[src/rtl/calc_arbiter.sv]
// Round-robin arbiter that lends one shared add/sub unit to two requesters,
// holds the operands for SETTLE_CYCLES, then presents the captured result.
module calc_arbiter #(
    parameter int unsigned SETTLE_CYCLES = 1
) (
    input  logic       clk,
    input  logic       rst,
    input  logic       req0_valid,
    input  logic [7:0] req0_a,
    input  logic [7:0] req0_b,
    input  logic       req0_op,
    output logic       req0_ready,
    input  logic       req1_valid,
    input  logic [7:0] req1_a,
    input  logic [7:0] req1_b,
    input  logic       req1_op,
    output logic       req1_ready,
    output logic [7:0] calc_num1,
    output logic [7:0] calc_num2,
    output logic       calc_sel,
    input  logic [7:0] calc_out,
    input  logic       calc_flow,
    output logic       rsp_valid,
    output logic       rsp_id,
    output logic [7:0] rsp_data,
    output logic       rsp_flow,
    input  logic       rsp_ready,
    output logic       busy
);

    typedef enum logic [1:0] {IDLE, EXEC, RESP} state_t;

    localparam logic [3:0] LAST_CNT = 4'(SETTLE_CYCLES - 1);

    state_t     r_state;
    logic [3:0] r_cnt;
    logic       r_last;
    logic [7:0] r_a;
    logic [7:0] r_b;
    logic       r_op;
    logic       r_id;
    logic       r_rsp_valid;
    logic       r_rsp_id;
    logic [7:0] r_rsp_data;
    logic       r_rsp_flow;
    logic       w_grant;
    logic       w_grant_id;

    // Reset gates the grant so a requester never sees ready while rst is high.
    always_comb begin
        // NOTE: defaults first so no path leaves these unassigned and infers a latch.
        w_grant    = 1'b0;
        w_grant_id = 1'b0;
        if (!rst && r_state == IDLE && (req0_valid || req1_valid)) begin
            w_grant = 1'b1;
            if (req0_valid && req1_valid) w_grant_id = ~r_last;
            else                          w_grant_id = req1_valid;
        end
    end

    assign req0_ready = w_grant && !w_grant_id;
    assign req1_ready = w_grant && w_grant_id;

    always_ff @(posedge clk) begin
        if (rst) begin
            r_state     <= IDLE;
            r_cnt       <= '0;
            r_last      <= 1'b1;
            r_a         <= '0;
            r_b         <= '0;
            r_op        <= 1'b0;
            r_id        <= 1'b0;
            r_rsp_valid <= 1'b0;
            r_rsp_id    <= 1'b0;
            r_rsp_data  <= '0;
            r_rsp_flow  <= 1'b0;
        end else begin
            // NOTE: non-blocking so every register samples the pre-edge values.
            case (r_state)
                IDLE: begin
                    if (w_grant) begin
                        r_a     <= w_grant_id ? req1_a  : req0_a;
                        r_b     <= w_grant_id ? req1_b  : req0_b;
                        r_op    <= w_grant_id ? req1_op : req0_op;
                        r_id    <= w_grant_id;
                        r_last  <= w_grant_id;
                        r_cnt   <= '0;
                        r_state <= EXEC;
                    end
                end
                EXEC: begin
                    if (r_cnt == LAST_CNT) begin
                        r_rsp_data  <= calc_out;
                        r_rsp_flow  <= calc_flow;
                        r_rsp_id    <= r_id;
                        r_rsp_valid <= 1'b1;
                        r_state     <= RESP;
                    end else begin
                        r_cnt <= r_cnt + 4'd1;
                    end
                end
                RESP: begin
                    if (rsp_ready) begin
                        r_rsp_valid <= 1'b0;
                        r_state     <= IDLE;
                    end
                end
                default: r_state <= IDLE;
            endcase
        end
    end

    assign calc_num1 = r_a;
    assign calc_num2 = r_b;
    assign calc_sel  = r_op;
    assign rsp_valid = r_rsp_valid;
    assign rsp_id    = r_rsp_id;
    assign rsp_data  = r_rsp_data;
    assign rsp_flow  = r_rsp_flow;
    assign busy      = (r_state != IDLE);

endmodule

[config.mk]
export PLATFORM = sky130hd
export DESIGN_NAME = calc_arbiter
export DESIGN_NICKNAME = d
export VERILOG_FILES = /design/src/rtl/calc_arbiter.sv
export SDC_FILE = /design/constraint.sdc
export NUM_CORES = 1
export LEC_CHECK = 0
export CAP_MARGIN = 20
export CORE_ASPECT_RATIO = 1.1
export CORE_UTILIZATION = 44
export DETAILED_ROUTE_END_ITERATION = 7
export GPL_ROUTABILITY_DRIVEN = 0
export HOLD_SLACK_MARGIN = 0.06
export PLACE_DENSITY = 0.87
export REMOVE_ABC_BUFFERS = 1
export SLEW_MARGIN = 30
export SYNTH_ARGS = -nofsm -noshare
export SYNTH_HDL_FRONTEND = slang
export SYNTH_SLANG_ARGS = --single-unit
[constraint.sdc]
create_clock -name clk -period 3.3 [get_ports clk]
set_input_delay 0.99 -clock clk [delete_from_list [all_inputs] [get_ports clk]]
set_output_delay 0.99 -clock clk [all_outputs]
set_load 0.05 [all_outputs]
==> summary.txt, run 1 <==
Run status
  • Status: complete, no violations

Finish
  • Commonest non-fill, non-tap cell in the layout: clkdlybuf4s50_1
  • Share of layout cells above drive strength 1: 12.0%
  • Diodes inserted: 0
  • Layout net count: 323
  • Area delta synth->final: 52.1%
  • Fillcell total: 305
  • Storage cell area: 721 sq um
  • Design area: 2610 sq um
  • Most frequent cells in the layout: clkdlybuf4s50_1 (76), nand2_1 (38), dfxtp_1 (36), a21oi_1 (34), nand3_1 (15)
  • Area of the multi-input gates: 870 sq um

STA
  • Clock Skew: 0.00319 ns
  • Crit path time final: 3.25 ns
  • Final setup fails: 0
  • Worst slew pin tran: 0.873 ns
  • Final worst-path cycle share: 98.4%
  • Max-slew headroom: 41.7%
  • Hold violation count in the final report: 0
  • Max-slew violation count: 0
  • Hold slack: 0.460 ns
  • Max Clk Rate: 308 MHz
  • RSZ-0062 raised after global routing: no

Logic synthesis
  • Synth Area in XOR/XNOR: 0%
  • Mapped Area: 1710 sq um
  • Syn_area_per_cell: 8.66 sq um
  • Ys async rst share: 0%
  • Cell taking the most area after synthesis: dfxtp_1
  • FF+latch count, synth: 36
  • Seq/Total Area, Yosys: 42.0%
  • Synth unique cells: 32
  • Post-synthesis simple-gate area fraction: 19.8%
  • Mux cell area share after synthesis: 0%
  • Yosys warning count: 0
  • Top cell type's share of synthesized area: 42.0%
  • Post-Synthesis Cells: 198
  • EDFF count, synth: 0
  • Synth Area in Compound Gates: 29.3%
  • Commonest register cell after synthesis: dfxtp_1
  • Synth top area cells: dfxtp_1 (42%), a21oi_1 (9.9%), nand2_1 (8.3%)
  • Post-Synth Adder-Cell Area: 1.46%
  • Main combinational cell family by area after synthesis: compound AO/OA/AOI/OAI gates

CTS
  • Clock Sink Count: 36
  • CTS Hold Buffers Added: 0
  • CTS resizes: 0
  • Number of post-CTS setup repair buffers: 0
  • CTS Root Cell: clkbuf_8
  • CTS tree: yes
  • Clock Path Buffers: 2
  • TritonCTS Buffers: 5
  • Clock transition at path regs: 0.07 ns
  • CTS HTree Levels: 2
  • Worst skew pair latency: 0.29 ns

Floorplanning
  • # IOs: 79
  • Effective utilization at floorplan: 46.5%
  • Placement row count: 23
  • Die Ht: 67.5 microns
  • Die ar.: 4150 sq um
  • Die W: 61.5 microns
  • Core area: 3680 sq um

Placed design
  • DP Area: 2520 sq um
  • HPWL Detailed: 3230 microns
  • PortBufs: 78

Setup path
  • Max FO, Critical Path: 4
  • Endpoint type of the worst setup path: output pin
  • Setup CP Type: in -> out
  • CP bufs+invs: 2
  • CP startpoint kind: primary input
  • CP max-delay cell: clkdlybuf4s50_1
  • Worst EP arrival: 2.26 ns
  • Worst EP required: 2.31 ns
  • Critical-path cell list: clkdlybuf4s50_1 -> a21bo_1 -> nor3_1 -> buf_12
  • Top delay family on crit path: buffers and inverters
  • Slowest Stage Delay on Critical Path: 0.51 ns

Power and ir drop
  • P_sw: 449 uW
  • Comb power frac: 35.0%
  • Leakage power: 0.000936 uW
  • Pwr/cell area: 489 nW/um^2
  • Clk pwr share: 25.6%
  • Internal Power: 824 uW
  • Flop pwr share: 39.4%
  • Peak VDD IR: 0.261 mV
  • Switching fraction of total power: 35.3%

Detailed routing
  • DRC: 0
  • DRT Pass-1 Iters: 5
  • Antenna Nets Post-Route: 0
  • Mean routed wirelength per cell: 14.2 microns
  • Routed WL: 4610 microns
  • Via/cell ratio: 5.41
  • Vias: 1754
  • DR iter-0 viols: 91

Global routing
  • First-pass GRT wire length: 7360 microns
  • GRT overflow: 0
  • Vias in the first global route: 1694
  • Largest net degree at the start of global routing: 35
  • Initial antenna violation count: 0
  • Tot GR Track Use: 24.2%

Flow run
  • Max_cap viols: 0

Worst hold path
  • HP Class: reg -> reg
==> synthesized netlist by cell type (2+ instances only) <==
| cell type | count |
|---|---|
| nand2_1 | 38 |
| nand3_1 | 15 |
| a311oi_2 | 9 |
| a311oi_1 | 8 |
| nor2_2 | 3 |
| dfxtp_1 | 36 |
| ha_1 | 2 |
| clkbuf_1 | 4 |
| buf_6 | 4 |
| o21ai_0 | 12 |
| o221ai_1 | 2 |
| buf_2 | 4 |
| buf_4 | 4 |
| nor3_1 | 3 |
| inv_1 | 2 |
| nor2b_1 | 2 |
| a21oi_1 | 34 |
| nand3b_1 | 2 |
==> kinds of logic (layout without fill, tap and decap cells) <==
| kind of cell | Yosys count | count (layout) |
|---|---|---|
| AOI/OAI and AO/OA | 70 | 70 |
| and+or+nand+nor | 70 | 70 |
| DFF | 36 | 36 |
| buffers and inverters | 20 | 96 |
| adders and majority gates | 2 | 2 |
==> routing by layer <==
layer	share of wire, %	global-route usage [%]	up-vias
met5	0	0	-
met1	39	25.8	799
li1	-	-	864
met3	10	11.5	7
met4	1.2	8.33	0
met2	50	41.3	84
==> state kept, by name, indices dropped and copies added, names as in the netlist <==
name and cells:
r_state 2, rsp_flow 1, rsp_id 1, rsp_valid 1, calc_num1 8, rsp_data 8, r_cnt 4, r_last 1
calc_sel 1, calc_num2 8, r_id 1
==> layout make-up <==
type                    count  share of cell area, %
multi-input cells         142                   33.3
repair buffers             85                   32.7
flip-flops and latches     36                   27.6
clock buffers               8                   3.45
well taps                  50                   2.40
inverters                   3                  0.432
==> worst min-delay path: stages, from the launching register on <==
cell     delay, ns
dfxtp_1       0.31
nand3_1       0.06
a21oi_1       0.05
==> power groups by stage <==
stage	Sequential, uW	Combinational (uW)	Clock, uW
after detailed placement	511	447	0
final	502	446	326
after CTS	502	448	336
after global routing	507	474	357
after global placement	510	441	0
after floorplan	637	131	0
==> final timing paths <==
| path | start | slack [ns] | end | cells after the start |
|---|---|---|---|---|
| min reg2reg | r_id$_SDFFE_PP0P_ | 0.46 | rsp_id$_SDFFE_PP0P_ | 2 |
| min | r_id$_SDFFE_PP0P_ | 0.46 | rsp_id$_SDFFE_PP0P_ | 2 |
| max | req1_valid | 0.05 | req1_ready | 4 |
| max reg2reg | r_cnt[0]$_SDFFE_PP0P_ | 1.58 | r_cnt[1]$_SDFFE_PP0P_ | 5 |
==> stage by stage <==
stage	total power (uW)	TNS (ns)	cells	utilization, %	worst slack [ns]
after floorplan	768	-0.514	181	-	-0.257
after global placement	951	0	316	68.3	0.0875
after detailed placement	958	0	316	68.3	0.0402
after CTS	1290	0	324	70.8	0.0408
after global routing	1340	0	324	70.8	0.0139
final	1270	0	324	70.8	0.0533
No activity file was read; power rests on OpenSTA's default activity.
==> run 2, diff against run 1 <==
==> constraint.sdc (replaced) <==
create_clock -name clk -period 3.3 [get_ports clk]
set_input_delay 0.99 -clock clk [delete_from_list [all_inputs] [get_ports clk]]
set_output_delay 0.99 -clock clk [all_outputs]
set_load 0.02 [all_outputs]
==> summary.txt, run 2 (synthesis results as in run 1) <==
Run status
  • Status: complete, no violations

Power and ir drop
  • Pwr/cell area: 486 nW/um^2
  • Total power: 1290 uW
  • Peak VDD IR: 0.328 mV
  • Leakage power: 0.000965 uW

STA
  • RSZ-0062 raised after global routing: no
  • Final setup fails: 0
  • Hold violation count in the final report: 0
  • Max Clk Rate: 307 MHz
  • Clock Skew: 0.00613 ns
  • Final worst-path cycle share: 98.7%
  • Max-slew headroom: 41.7%
  • Max-slew violation count: 0
  • Worst slew pin tran: 0.873 ns
  • Crit path time final: 3.26 ns
  • Final worst setup slack: 0.0440 ns

Flow run
  • Max_cap viols: 0

Floorplanning
  • Placement row count: 23
  • # IOs: 79
  • Core area: 3680 sq um
  • Die W: 61.5 microns
  • Die ar.: 4150 sq um
  • Effective utilization at floorplan: 46.5%
  • Die Ht: 67.5 microns

Global routing
  • Initial antenna violation count: 0
  • M2 GR Usage: 43.5%
  • Met1 usage: 25.7%
  • Vias in the first global route: 1782
  • Largest net degree at the start of global routing: 35
  • GR peak layer: met2
  • GRT overflow: 0
  • Global-route met3 utilization: 11.5%
  • Tot GR Track Use: 24.8%
  • First-pass GRT wire length: 7600 microns

Setup path
  • CP startpoint kind: primary input
  • R2r worst-path depth: 5
  • Worst R2R End: calc_num2[3]$_SDFFE_PP0P_
  • Setup CP Type: in -> out
  • Worst EP required: 2.31 ns
  • CP endpoint: req1_ready
  • Worst EP arrival: 2.27 ns
  • Crit. Startpoint: req1_valid
  • R2R Setup Slk: 1.36 ns
  • Max FO, Critical Path: 4
  • Worst reg2reg startpoint: r_state[1]$_SDFFE_PP0P_
  • Endpoint type of the worst setup path: output pin

Detailed routing
  • Routed WL: 4620 microns
  • Via/cell ratio: 5.38
  • DRT Pass-1 Iters: 4
  • Antenna Nets Post-Route: 0
  • DRC: 0
  • Mean routed wirelength per cell: 14.1 microns
  • DR iter-0 viols: 61
  • Vias: 1760

Placed design
  • PortBufs: 78
  • DP Area: 2520 sq um
  • Placed insts: 319
  • HPWL Detailed: 3100 microns
  • Pre-CTS setup slack: -0.257 ns

Finish
  • Share of layout cells above drive strength 1: 13.0%
  • Fillcell total: 323
  • Commonest non-fill, non-tap cell in the layout: clkdlybuf4s50_1
  • Diodes inserted: 0
  • Layout net count: 326
  • Area delta synth->final: 54.3%
  • Design area: 2650 sq um
  • Final cell count without fillers: 327
  • Most frequent cells in the layout: clkdlybuf4s50_1 (76), nand2_1 (38), dfxtp_1 (36), a21oi_1 (34), nand3_1 (15)

CTS
  • Clock Sink Count: 36
  • TritonCTS Buffers: 5
  • CTS tree: yes
  • CTS Root Cell: clkbuf_8
  • Clock Path Buffers: 2
  • CTS HTree Levels: 2
  • Clock transition at path regs: 0.07 ns
  • Worst skew pair latency: 0.29 ns

Worst hold path
  • HP Class: reg -> reg
run 2: worst min path at each step:
stage / from / to / slack (ns) / cells after the start
2_1_floorplan: r_id$_SDFFE_PP0P_ / rsp_id$_SDFFE_PP0P_ / 0.43 / 2
4_1_cts: rsp_valid$_SDFFE_PP0P_ / rsp_valid$_SDFFE_PP0P_ / 0.47 / 2
3_5_place_dp: rsp_valid$_SDFFE_PP0P_ / rsp_valid$_SDFFE_PP0P_ / 0.46 / 2
6_report: rsp_valid$_SDFFE_PP0P_ / rsp_valid$_SDFFE_PP0P_ / 0.47 / 2
3_3_place_gp: rsp_valid$_SDFFE_PP0P_ / rsp_valid$_SDFFE_PP0P_ / 0.44 / 2
5_1_grt: rsp_data[6]$_SDFFE_PP0P_ / rsp_data[6]$_SDFFE_PP0P_ / 0.50 / 2
run 2: final cells by class:
type / instances / area (sq um) / share of cell area (%)
clock inverters: 1 / 30.0 / 1.14
repair buffers: 88 / 855 / 32.3
inverters: 3 / 11.3 / 0.426
flip-flops and latches: 36 / 721 / 27.2
well taps: 50 / 62.6 / 2.37
multi-input cells: 142 / 870 / 32.9
clock buffers: 7 / 96.3 / 3.64
run 2: layer usage:
layer | routed length, microns | share of wire [%]
met1 | 1830 | 40
met2 | 2320 | 50
met3 | 431 | 9.3
met4 | 44 | 0.95
met5 | 0 | 0
run 2: power breakdown:
part | switching (uW) | internal [uW] | total [uW]
sequential | 26.1 | 477 | 503
combinational | 180 | 178 | 359
clock | 157 | 267 | 424
total | 364 | 922 | 1290
run 2: what timing repair did:
item                                    in CTS  in global routing
hold buffers                                 0                  0
endpoints found under the setup margin       2                  1
resized for setup                            2                  1
buffers inserted                             0                  0
run 2: through the flow:
stage / setup TNS, ns / utilization, % / hold WS [ns]
CTS: 0 / 71.8 / 0.474
global route: 0 / 71.8 / 0.499
global placement: -0.364 / 68.3 / 0.440
detailed placement: -0.438 / 68.4 / 0.465
finish: 0 / 71.8 / 0.469
floorplan: 0 / - / 0.434
run 2: critical path, stage by stage:
cell	delay, ns
clkdlybuf4s50_1	0.52
a21bo_1	0.23
nor3_1	0.19
clkdlybuf4s15_1	0.33
==> run 3, diff against run 2 <==
--- a/config.mk
+++ b/config.mk
@@ -13,7 +13,7 @@
 export HOLD_SLACK_MARGIN = 0.06
 export PLACE_DENSITY = 0.87
 export REMOVE_ABC_BUFFERS = 1
-export SLEW_MARGIN = 30
+export SLEW_MARGIN = 20
 export SYNTH_ARGS = -nofsm -noshare
 export SYNTH_HDL_FRONTEND = slang
 export SYNTH_SLANG_ARGS = --single-unit
==> summary.txt, run 3 (synthesis results as in run 1) <==
Setup path
  • CP bufs+invs: 2
  • Max FO, Critical Path: 4
  • CP max-delay cell: clkdlybuf4s50_1
  • CP startpoint kind: primary input
  • Top delay family on crit path: buffers and inverters
  • R2R Setup Slk: 1.36 ns
  • Critical-path cell list: clkdlybuf4s50_1 -> or2_1 -> nand2_1 -> nor3_1 -> dlygate4sd2_1
  • Worst EP required: 2.31 ns
  • Endpoint type of the worst setup path: output pin
  • Worst EP arrival: 2.20 ns
  • Slowest Stage Delay on Critical Path: 0.51 ns
  • Setup CP Type: in -> out

STA
  • Max-slew violation count: 0
  • Worst slew pin tran: 1.07 ns
  • Clock Skew: 0.00401 ns
  • RSZ-0062 raised after global routing: no
  • Max Clk Rate: 314 MHz
  • Crit path time final: 3.19 ns
  • Max-slew headroom: 28.2%
  • Final setup fails: 0
  • Final worst-path cycle share: 96.5%
  • Hold violation count in the final report: 0

CTS
  • CTS Root Cell: clkbuf_8
  • Clock Path Buffers: 2
  • CTS HTree Levels: 2
  • Worst skew pair latency: 0.28 ns
  • CTS Hold Buffers Added: 0
  • TritonCTS Buffers: 5
  • Clock transition at path regs: 0.07 ns
  • Clock Sink Count: 36
  • CTS tree: yes

Floorplanning
  • Effective utilization at floorplan: 46.5%
  • Die Ht: 67.5 microns
  • Core area: 3680 sq um
  • # IOs: 79
  • Placement row count: 23
  • Die ar.: 4150 sq um
  • Die W: 61.5 microns

Global routing
  • Initial antenna violation count: 0
  • Largest net degree at the start of global routing: 35
  • Vias in the first global route: 1793
  • GRT overflow: 0
  • First-pass GRT wire length: 7560 microns
  • Tot GR Track Use: 24.3%

Detailed routing
  • Routed WL: 4550 microns
  • Via/cell ratio: 5.37
  • Antenna Nets Post-Route: 0
  • DR iter-0 viols: 101
  • DRC: 0
  • DRT Pass-1 Iters: 4
  • Vias: 1756
  • Mean routed wirelength per cell: 13.9 microns

Flow run
  • Max_cap viols: 0

Power and ir drop
  • Switching fraction of total power: 28.0%
  • Comb power frac: 28.1%
  • Internal Power: 922 uW
  • Pwr/cell area: 485 nW/um^2
  • Total power: 1280 uW
  • Peak VDD IR: 0.298 mV
  • Clk pwr share: 32.7%
  • Flop pwr share: 39.3%
  • Leakage power: 0.000964 uW
  • P_sw: 358 uW

Finish
  • Area delta synth->final: 53.9%
  • Most frequent cells in the layout: clkdlybuf4s50_1 (76), nand2_1 (38), dfxtp_1 (36), a21oi_1 (34), nand3_1 (15)
  • Diodes inserted: 0
  • Fillcell total: 315
  • Commonest non-fill, non-tap cell in the layout: clkdlybuf4s50_1
  • Share of layout cells above drive strength 1: 13.0%
  • Final cell count without fillers: 327
  • Layout net count: 326

Worst hold path
  • HP Class: reg -> reg

Run status
  • Status: complete, no violations

Placed design
  • HPWL Detailed: 3070 microns
  • PortBufs: 78
  • Placed insts: 319
run 3: layer usage:
metal,global-route usage (%),wire length (microns),up-vias
met5,0,0,-
met4,8.06,51,0
met3,9.58,375,6
met2,42.3,2280,69
met1,26.5,1840,804
li1,-,-,877
run 3: path summary, 6_finish.rpt:
kind,startpoint,endpoint,cells after the start
setup / recovery,req1_valid,req0_ready,5
hold / removal,rsp_valid$_SDFFE_PP0P_,rsp_valid$_SDFFE_PP0P_,2
setup reg to reg,r_state[1]$_SDFFE_PP0P_,calc_num2[3]$_SDFFE_PP0P_,5
hold reg to reg,rsp_valid$_SDFFE_PP0P_,rsp_valid$_SDFFE_PP0P_,2
run 3: worst register-to-register path: stages (launching register included):
cell and delay [ns]:
dfxtp_1 0.36, nor2_2 0.14, buf_4 0.25, inv_2 0.11, nor2_2 0.70, a311oi_2 0.21
run 3: metrics by stage:
stage	utilization, %	TNS [ns]	hold WS (ns)	worst slack (ns)	instance area, sq um
2_1_floorplan	-	0	0.434	0.334	1600
3_3_place_gp	68.3	-0.364	0.440	-0.204	2520
3_5_place_dp	68.3	-0.436	0.465	-0.252	2520
4_1_cts	71.7	0	0.472	0.0396	2640
5_1_grt	71.6	0	0.499	0.00323	2640
6_report	71.6	0	0.466	0.115	2640
run 3: cell type report:
class	instances	area (sq um)	share of cell area [%]
clock buffers	7	96.3	3.65
multi-input cells	142	867	32.9
repair buffers	88	850	32.2
well taps	50	62.6	2.37
flip-flops and latches	36	721	27.3
inverters	3	11.3	0.427
clock inverters	1	30.0	1.14
run 3: repair_timing:
| action | in CTS | in global routing |
|---|---|---|
| hold endpoints to repair | 0 | 0 |
| gates resized for setup | 2 | 3 |
| buffers inserted | 0 | 0 |
| setup endpoints to repair | 2 | 1 |
run 3: power groups by stage:
stage / logic (uW) / clock network (uW) / registers [uW]
floorplan: 123 / 0 / 554
global placement: 355 / 0 / 510
detailed placement: 359 / 0 / 512
CTS: 361 / 425 / 503
global route: 387 / 450 / 508
finish: 359 / 418 / 503
